===== config.mk =====
export PLATFORM = sky130hd
export DESIGN_NAME = if_pc_ctrl
export DESIGN_NICKNAME = d
export VERILOG_FILES = /design/src/rtl/if_pc_ctrl.sv
export SDC_FILE = /design/constraint.sdc
export NUM_CORES = 1
export LEC_CHECK = 0
export ABC_CLOCK_PERIOD_IN_PS = 4500
export BUFFER_PORTS_ARGS = -buffer_cell sky130_fd_sc_hd__buf_2
export CORE_ASPECT_RATIO = 1.1
export CORE_MARGIN = 5
export CORE_UTILIZATION = 44
export DETAILED_ROUTE_END_ITERATION = 8
export GPL_TIMING_DRIVEN = 1
export PLACE_DENSITY = 0.71
export SKIP_CTS_REPAIR_TIMING = 1
export SLEW_MARGIN = 15
export SYNTH_ARGS = -nofsm -noshare
export SYNTH_HDL_FRONTEND = slang
export SYNTH_SLANG_ARGS = --single-unit

===== constraint.sdc =====
create_clock -name clk -period 4.5 [get_ports clk]
set_input_delay 0.225 -clock clk [delete_from_list [all_inputs] [get_ports clk]]
set_output_delay 0.225 -clock clk [all_outputs]
set_load 0.1 [all_outputs]

===== src/rtl/if_pc_ctrl.sv =====
// Instruction-fetch PC controller.
// It holds the PC, issues one fetch request at a time to the I-side memory, and
// buffers the returned instruction for decode. There is no branch prediction.
// After decode accepts a BRANCH, JAL or JALR, fetch stops until the branch unit
// returns the resolved next PC.
//
// Ports:
//   clk, rst_n         rising-edge clock; synchronous active-low reset
//   branch_dest_valid  1-cycle pulse carrying the resolved next PC (branch_dest)
//   if_req / if_addr   fetch request and address to I-memory
//   if_ack / if_inst   1-cycle acknowledge carrying the fetched instruction word
//   inst_valid / inst / inst_pc / inst_ready
//                      buffered instruction handshake to decode
//   waiting_branch     fetch is halted until a redirect arrives
//   br_stall_cycles    saturating count of cycles spent waiting for a redirect
module if_pc_ctrl #(
    parameter int unsigned                ADDR_WIDTH = 32,
    parameter int unsigned                DATA_WIDTH = 32,
    parameter logic [ADDR_WIDTH-1:0]      RESET_PC   = '0
) (
    input  logic                  clk,
    input  logic                  rst_n,
    input  logic                  branch_dest_valid,
    input  logic [ADDR_WIDTH-1:0] branch_dest,
    output logic                  if_req,
    output logic [ADDR_WIDTH-1:0] if_addr,
    input  logic                  if_ack,
    input  logic [DATA_WIDTH-1:0] if_inst,
    output logic                  inst_valid,
    output logic [DATA_WIDTH-1:0] inst,
    output logic [ADDR_WIDTH-1:0] inst_pc,
    input  logic                  inst_ready,
    output logic                  waiting_branch,
    output logic [31:0]           br_stall_cycles
);

    localparam int unsigned CNT_WIDTH = 32;

    localparam logic [6:0] OP_BRANCH = 7'b1100011;
    localparam logic [6:0] OP_JAL    = 7'b1101111;
    localparam logic [6:0] OP_JALR   = 7'b1100111;

    typedef enum logic [1:0] {
        ST_RST     = 2'd0,
        ST_FETCH   = 2'd1,
        ST_HOLD    = 2'd2,
        ST_WAIT_BR = 2'd3
    } state_t;

    state_t                state;
    logic [ADDR_WIDTH-1:0] pc;
    logic                  is_ctl;

    // The low two bits of the redirect target are dropped, because PCs are word aligned.
    logic unused_dest_lsbs;
    assign unused_dest_lsbs = ^branch_dest[1:0];

    // A control-flow instruction is in the buffer, so fetch must wait for the resolved PC.
    assign is_ctl = (inst[6:0] == OP_BRANCH) ||
                    (inst[6:0] == OP_JAL)    ||
                    (inst[6:0] == OP_JALR);

    // These outputs are decoded only from registered state.
    assign if_req         = (state == ST_FETCH);
    assign if_addr        = pc;
    assign inst_valid     = (state == ST_HOLD);
    assign waiting_branch = (state == ST_WAIT_BR);

    // This block is the fetch state machine, the PC, the instruction buffer and the stall counter.
    always_ff @(posedge clk) begin
        if (!rst_n) begin
            state           <= ST_RST;
            pc              <= RESET_PC;
            inst            <= '0;
            inst_pc         <= '0;
            br_stall_cycles <= '0;
        end else begin
            case (state)
                // In this state an ack is a leftover from a request made before reset, so it is ignored.
                ST_RST: begin
                    state <= ST_FETCH;
                end
                ST_FETCH: begin
                    if (if_ack) begin
                        inst    <= if_inst;
                        inst_pc <= pc;
                        state   <= ST_HOLD;
                    end
                end
                ST_HOLD: begin
                    if (inst_ready) begin
                        if (is_ctl) begin
                            state <= ST_WAIT_BR;
                        end else begin
                            pc    <= pc + ADDR_WIDTH'(4);
                            state <= ST_FETCH;
                        end
                    end
                end
                ST_WAIT_BR: begin
                    if (branch_dest_valid) begin
                        pc    <= {branch_dest[ADDR_WIDTH-1:2], 2'b00};
                        state <= ST_FETCH;
                    end else if (br_stall_cycles != {CNT_WIDTH{1'b1}}) begin
                        br_stall_cycles <= br_stall_cycles + CNT_WIDTH'(1);
                    end
                end
                default: begin
                    state <= ST_RST;
                end
            endcase
        end
    end

endmodule


==> results.cfg, run 1 <==
[critical_path]
critPathCaptureType = register
crit_slowest_cell = o31ai_4
cp_cell_sequence = nand4_2 -> or4_1 -> o31ai_4 -> buf_4 -> buf_4 -> or3_1 -> a21oi_2
crit_path_max_incr_delay_ns = 0.90
critical_path.max_fanout = 27
crit_top_cell = buf_4
arrival_ns = 3.27
crit_path_start_kind = register
path_class = register to register
required_ns = 4.78

[yosys]
synthFlopType = dfxtp_1
ys_warn_count = 0
ys_seq_area_frac = 0.419
syn_area_sq_um = 6010
synth_cell_types = 65
synth_edf_count = 0
ys_seq_elements = 126
netlist.area_leader.share = 0.419
synth_top_area_cell = dfxtp_1
synth-async-reset-ratio = 0
syn-instance-count = 759
avgSynthCellArea_sq_um = 7.92
synth_area_leaders = dfxtp_1 42%, nand2_1 11%, a21oi_1 7.9%

[timing]
skew_ns = 0.00891
grt_setup_unrepaired = false
min_period_over_period = 0.665
tightest_slew_ns = 1.01
hold_viol_final = 0
max_clock_freq_mhz = 334
fin_crit_ns = 2.99
setup_viol = 0
tns_ns = 0
slew_headroom = 0.329
timing.final.max_slew_violations = 0
whs_ns = 0.0488

[placement]
dpl_cell_area_sq_um = 6990
portBuffers = 193
dp_hpwl_mm = 11.6
place.gp.congestion = 0.792

[die]
initial_core_util = 0.451
ios = 200
core_area_sq_um = 13300
dieArea_sq_um = 16100
die_h_microns = 133
die_w_microns = 121
placementRows = 44

[drt]
firstDrtPassIters = 5
via_per_inst = 5.39
initialDrtViolationCount = 413
wl_per_cell_microns = 15.1
drc_errors = 0
wl_mm = 16.9
vias = 6028
ant_nets = 0

[min_path]
hold_path.class = input pin to register

[layout]
drive_gt1_frac = 0.308
fillCellCount = 1310
finish.utilization = 0.569
diodes = 0
fin_nets = 995
design_area_sq_um = 7570
syn2layout_area_growth_pct = 26.0

[clock_network]
clock_path_buffers = 2
numCtsBuffers = 17
clkTransAtPathRegs_ns = 0.06
cts.sinks = 126
cts_tree = built
root_buffer = clkbuf_16
clock_latency_ns = 0.41
htreeDepth = 4

[power_and_ir_drop]
ir_worst_vdd_mv = 0.164
finalPower_uw = 2750
p_per_area_nw_per_um2 = 363
p_leak_uw = 0.00295

[grt]
overflow = 0
antenna_found_initial = 0
grt_usage = 0.205
grt_pass1_wl_mm = 27.2
grt_max_degree = 74
grt_pass1_vias = 5315

[run]
cap_violations = 0

[status]
outcome = finished, final reports clean
-- kinds of logic after synthesis --
logic type / synth area share
muxes: 0.00333
and+or+nand+nor: 0.262
adders and majority gates: 0.0104
xor gates and xnor gates: 0.00853
other: 0.000624
AOI/OAI and AO/OA: 0.241
DFF: 0.419
buffers and inverters: 0.0551
-- cell usage in the layout, fill, tap and decap left out, types with 9 or more instances in the layout --
cell type  synthesis  layout
nand3_1           25      25
dfxtp_1          126     126
buf_2              2     193
and3_1            11      11
nand4_1           18      18
a21oi_2           17      17
a31oi_1           11      11
clkbuf_16          0      17
nor2_1            30      29
a21oi_1           95      95
or3_1             14      14
inv_1             10      10
o21ai_2            9       9
o31ai_1           14      14
or4_2             10      10
and4_1            10      10
o21ai_0           31      31
nand2_1          171     170
-- final cells by class --
class	count	area, sq um	area share
timing repair buffer	200	1020	0.134
sequential	126	2520	0.333
clock inverter	10	86.3	0.0114
multi-input combinational	565	3180	0.420
tap	184	230	0.0304
inverter	11	43.8	0.00578
clock buffer	22	494	0.0652
-- critical path, delay by kind of cell, from the launching register on --
| kind | cells | cell delay (ns) |
|---|---|---|
| flip-flops | 1 | 0.43 |
| buffers and inverters | 2 | 0.51 |
| AND/OR/NAND/NOR | 3 | 0.97 |
| AO/OA/AOI/OAI | 2 | 0.95 |
-- cells in the mapped netlist, drive strengths merged (2+ instances only) --
cell     number
clkbuf       48
o41ai         2
a21oi       112
a211oi        2
o21a          2
and4         10
o211ai        2
o31a          2
a22o          3
a32o          8
o31ai        15
inv          10
dfxtp       126
or4          13
and2          4
xor2          4
or2           3
nor2b         4
and3         11
mux2i         2
or3          17
o21ai        41
a21o          5
o2111ai       3
nor2         30
a31oi        11
nand4b        3
ha            5
buf          12
nor3          8
nand2       171
a41oi         2
nand3        25
nor4          4
o221a         3
o22ai         2
nand4        19
-- state kept, by name (all words and copies together) (netlist names) --
name             count
br_stall_cycles     32
inst                32
inst_pc             30
state                2
if_addr             30
-- path summary, 6_finish.rpt --
check | startpoint | to | slack, ns | depth (start not counted)
max | br_stall_cycles[16] | br_stall_cycles[2] | 1.51 | 7
min | if_inst[28] | inst[28] | 0.05 | 3
max reg2reg | br_stall_cycles[16] | br_stall_cycles[2] | 1.51 | 7
min reg2reg | inst_pc[31] | inst_pc[31] | 0.45 | 2
-- layer usage --
metal  track usage  vias to the layer above  wire [microns]
li1              -                     3043               -
met1         0.268                     2774            7330
met2         0.330                      186            8050
met3        0.0474                       25            1170
met4        0.0772                        0             318
met5             0                        -               0
-- per-stage QoR --
stage                     std cells  worst slack, ns
after floorplan                 762             1.64
after global placement         1086             1.53
after detailed placement       1086             1.52
after CTS                      1118             1.51
after global routing           1118             1.28
final                          1118             1.51
-- power breakdown --
group | internal, uW | switching (uW)
clock network | 828 | 484
registers | 1130 | 11.9
logic | 55.4 | 237
total | 2020 | 733
Note: power is estimated with default switching activity, not from simulation.
==> run 2: changes to the inputs <==
- ABC_CLOCK_PERIOD_IN_PS: 4500 -> 2600
- PLACE_DENSITY: 0.71 -> 0.74
- clock period: 4.5 -> 2.6 ns (I/O delays scaled with it)
==> run 2 against run 1 <==
  * Count of clock-buffer cells in the layout shrank 3
  * Critical path depth shrank 1
  * Sequential cell count is the same
==> results.cfg, run 2 (synthesis gave the netlist of run 1 again) <==
[status]
outcome = finished, final reports clean

[drt]
vias = 6257
via_per_inst = 5.39
firstDrtPassIters = 5
initialDrtViolationCount = 394
wl_mm = 17.6
drc_errors = 0
wl_per_cell_microns = 15.1
ant_nets = 0

[power_and_ir_drop]
intPower_uw = 3640
power_frac_seq = 0.399
clkPwrFrac = 0.488
p_per_area_nw_per_um2 = 616
finalPower_uw = 4980
p_leak_uw = 0.00317
p_switching_uw = 1340
ir_worst_vdd_mv = 0.303
swShare = 0.269
p_comb_frac = 0.113

[die]
placementRows = 44
die_w_microns = 121
dieArea_sq_um = 16100
ios = 200
core_area_sq_um = 13300
die_h_microns = 133
initial_core_util = 0.451

[grt]
grt_max_degree = 83
overflow = 0
antenna_found_initial = 1
grt_usage = 0.206
grt_pass1_wl_mm = 27.4
grt_pass1_vias = 5389

[timing]
setup_viol = 0
tightest_slew_ns = 0.693
grt_setup_unrepaired = false
min_period_over_period = 0.873
fin_crit_ns = 2.27
hold_viol_final = 0
slew_headroom = 0.538
timing.final.max_slew_violations = 0
whs_ns = 0.0342
skew_ns = 0.00947
max_clock_freq_mhz = 440

[clock_network]
numCtsBuffers = 17
htreeDepth = 4
cts_tree = built
clock_path_buffers = 2
clock_latency_ns = 0.41
root_buffer = clkbuf_16
cts.sinks = 126
clkTransAtPathRegs_ns = 0.06

[critical_path]
arrival_ns = 2.57
path_class = register to register
critPathCaptureType = register
path_buf_inv = 1
crit_path_start_kind = register
critical_path.max_fanout = 21
crit_slowest_cell = o22ai_1
crit_family = compound AO/OA/AOI/OAI gates
cp_cell_sequence = ha_2 -> inv_1 -> o22ai_1 -> or2_2 -> nor2_1 -> a32o_1
required_ns = 2.90
crit_path_max_incr_delay_ns = 0.53

[layout]
syn2layout_area_growth_pct = 34.3
final_common_cell = buf_2
layout_common_cells = 193 x buf_2, 170 x nand2_1, 106 x dfxtp_1
final-seq-area_sq_um = 2550
largestRegisters = br_stall_cycles: 32 flops, inst: 32 flops
fin_cells = 1160
multi_input_area_sq_um = 3180
fin_nets = 1037
fillCellCount = 1256
diodes = 0
drive_gt1_frac = 0.326

[min_path]
hold_path.class = input pin to register

[run]
cap_violations = 0

[placement]
dp_hpwl_mm = 11.9
portBuffers = 193
place.gp.congestion = 0.863
dp_cells = 1096
run 2: cell count changes in the layout (fill, tap and decap cells not counted), sizes merged:
cell         delta
dlygate4sd3    +32
clkbuf          -3
clkinv          +1
buf            +10
bufinv          +2
run 2: final cells by class:
type,instances,share of cell area
Clock buffer,19,0.0548
Clock inverter,13,0.0206
Multi-Input combinational cell,565,0.394
Sequential cell,126,0.315
Timing Repair Buffer,242,0.181
Inverter,11,0.00542
Tap cell,184,0.0285
run 2: worst reg2reg max path: cells and delay by family (launching register included):
family | cells | cell delay [ns]
buffers and inverters | 1 | 0.06
AOI/OAI and AO/OA | 2 | 0.78
and+or+nand+nor | 2 | 0.69
adders and majority gates | 1 | 0.25
DFF | 1 | 0.39
run 2: final timing paths:
| kind | slack, ns | end | start | depth (start not counted) |
|---|---|---|---|---|
| min reg2reg | 0.45 | inst_pc[20] | inst_pc[20] | 2 |
| min | 0.03 | if_addr[28] | branch_dest[28] | 3 |
| max | 0.33 | if_addr[16] | state[0] | 6 |
| max reg2reg | 0.33 | if_addr[16] | state[0] | 6 |
run 2: power by group through the flow:
| stage | registers [uW] | logic, uW | clock network, uW |
|---|---|---|---|
| 2_1_floorplan | 2230 | 183 | 0 |
| 3_3_place_gp | 2020 | 522 | 0 |
| 3_5_place_dp | 2030 | 524 | 0 |
| 4_1_cts | 1980 | 525 | 2480 |
| 5_1_grt | 1990 | 593 | 2580 |
| 6_report | 1990 | 563 | 2430 |
run 2: through the flow:
stage / cell area [sq um] / setup slack [ns] / TNS, ns / utilization
after detailed placement: 7150 / 0.313 / 0 / 0.536
final: 8080 / 0.329 / 0 / 0.606
after global placement: 7150 / 0.332 / 0 / 0.536
after floorplan: 6050 / -0.0191 / -0.0244 / -
after CTS: 7760 / 0.293 / 0 / 0.582
after global routing: 8080 / 0.0419 / 0 / 0.606
run 2: routing by layer:
metal,vias up,global-route usage,part of all wire
li1,3130,-,-
met1,2900,0.271,0.44
met2,198,0.334,0.48
met3,27,0.0525,0.063
met4,2,0.0623,0.016
met5,-,0,0.00074
==> run 3: changes to the inputs <==
- ABC_AREA: unset -> 1
- PLACE_DENSITY: 0.74 -> 0.73
==> run 3 against run 2 <==
  * The flow now finishes with violations (hold timing)
  * Routed wire length is 13% higher
  * Count of clock-buffer cells in the layout stayed put
  * Power grew 34%
  * Synthesized cell count rose by 34%
  * Sequential power up 11%
  * Final cell count up 22%
  * Register-to-register slack improved by 0.28 ns
  * Die area grew 6.9%
  * Hold slack got worse by 0.062 ns
  * Critical path depth increased by 1
  * Largest power group is now combinational cells
==> results.cfg, run 3 <==
[yosys]
synth_edf_count = 0
synth_cell_types = 34
ys_seq_elements = 126
synth_most_common_cell = nand2_1
netlist.area_leader.share = 0.390
synthFlopType = dfxtp_1
yosys-top-cells-count = 282 x nand2_1, 220 x nor2_1, 126 x dfxtp_1
synth_area_leaders = dfxtp_1 39%, nand2_1 16%, nor2_1 13%
synth_top_area_cell = dfxtp_1
syn_area_sq_um = 6470
ys_seq_area_frac = 0.390
avgSynthCellArea_sq_um = 6.35
synth-async-reset-ratio = 0
syn-instance-count = 1019
ys_warn_count = 0

[clock_network]
root_buffer = clkbuf_16
clock_path_buffers = 2
numCtsBuffers = 17
clkTransAtPathRegs_ns = 0.06
cts.sinks = 126
clock_latency_ns = 0.41
htreeDepth = 4
cts_tree = built

[min_path]
hold_path_depth = 3
hold_path.class = input pin to register

[status]
outcome = finished, violations left
failed_checks = hold timing

[layout]
fin_nets = 1286
largestRegisters = br_stall_cycles: 32 flops, inst: 32 flops
syn2layout_area_growth_pct = 27.5
design_area_sq_um = 8240
final_common_cell = nand2_1
drive_gt1_frac = 0.207
layout_common_cells = 282 x nand2_1, 220 x nor2_1, 193 x buf_2
finish.utilization = 0.571
diodes = 0
fillCellCount = 1442

[timing]
tightest_slew_ns = 0.722
timing.final.max_slew_violations = 0
slew_headroom = 0.519
grt_setup_unrepaired = false
tns_ns = 0
hold_viol_final = 6
min_period_over_period = 0.765
setup_viol = 0
fin_crit_ns = 1.99
layout_setup_ws_ns = 0.610
whs_ns = -0.0276
skew_ns = 0.00525
max_clock_freq_mhz = 502

[critical_path]
crit_path_start_kind = register
path_class = register to register
reg2reg_slack_ns = 0.61
crit_slowest_cell = dfxtp_1
critical_path.max_fanout = 6
cp_cell_sequence = ha_1 -> nand2_1 -> nor3_1 -> nand3_1 -> o21ai_0 -> nand2_1 -> a21oi_1
r2r_cells = 7
critPathCaptureType = register
crit_path_max_incr_delay_ns = 0.43
required_ns = 2.93
arrival_ns = 2.32
crit_top_cell = nand2_1

[drt]
wl_mm = 19.8
drc_errors = 0
wl_per_cell_microns = 14.0
firstDrtPassIters = 5
ant_nets = 0
vias = 7042
initialDrtViolationCount = 479
via_per_inst = 4.97

[die]
die_h_microns = 137
placementRows = 46
initial_core_util = 0.448
ios = 200
core_area_sq_um = 14400
die_w_microns = 126
dieArea_sq_um = 17200

[grt]
grt_pass1_vias = 6256
grt_usage = 0.224
overflow = 0
grt_max_degree = 80
grt_pass1_wl_mm = 31.3
antenna_found_initial = 1

[power_and_ir_drop]
p_per_area_nw_per_um2 = 812
ir_worst_vdd_mv = 0.500
finalPower_uw = 6690
swShare = 0.429
clkPwrFrac = 0.334
p_comb_frac = 0.335
p_leak_uw = 0.00356
power_frac_seq = 0.331
p_switching_uw = 2870
intPower_uw = 3820

[placement]
dp_slack_ns = 0.640
dp_hpwl_mm = 14.2
portBuffers = 193
dpl_cell_area_sq_um = 7520
place.gp.congestion = 0.920

[run]
cap_violations = 0
run 3: cell types whose count changed after synthesis, moves of 16 or more:
cell,previous run,this run
a21oi_1,95,79
a21oi_2,17,0
clkbuf_1,48,31
inv_1,10,58
nand2_1,171,282
nor2_1,30,220
o21ai_0,31,95
run 3: stage by stage:
step                      std cells  hold WS, ns
after floorplan                1022        0.279
after global placement         1369        0.379
after detailed placement       1369        0.386
after CTS                      1401      -0.0442
after global routing           1417      0.00310
final                          1417      -0.0276
run 3: per-layer routing:
metal / global-route usage / vias to the layer above / part of all wire
li1: - / 3628 / -
met1: 0.275 / 3149 / 0.43
met2: 0.388 / 235 / 0.48
met3: 0.0605 / 28 / 0.072
met4: 0.0651 / 2 / 0.014
met5: 0 / - / 0.00035
run 3: worst paths after layout:
path | to | from
worst max-delay path | if_addr[18] | if_addr[3]
worst min-delay path | inst[31] | if_inst[31]
worst max register to register | if_addr[18] | if_addr[3]
worst min register to register | inst_pc[12] | inst_pc[12]
run 3: cell families after synthesis:
family	share of synthesized area
buffers and inverters	0.0729
AOI/OAI and AO/OA	0.143
xor gates and xnor gates	0.0149
DFF	0.390
other	0.000580
and+or+nand+nor	0.369
adders and majority gates	0.00967
run 3: power groups by stage:
stage,Clock (uW),Sequential [uW],Combinational (uW)
detailed placement,0,2250,2220
floorplan,0,3450,650
finish,2240,2210,2240
global placement,0,2250,2220
global route,2380,2240,2360
CTS,2280,2210,2230
run 3: final cells by class:
cell class	instances	area (sq um)	area share
inverter	62	235	0.0285
sequential	126	2520	0.306
tap	192	240	0.0291
clock inverter	13	119	0.0144
clock buffer	19	443	0.0537
multi-input combinational	788	3480	0.423
timing repair buffer	217	1200	0.145
run 3: worst max-delay path, delay by kind of cell (launching register included):
family	cells	cell delay [ns]
and+or+nand+nor	4	0.80
DFF	1	0.43
AOI/OAI and AO/OA	2	0.38
adders and majority gates	1	0.31
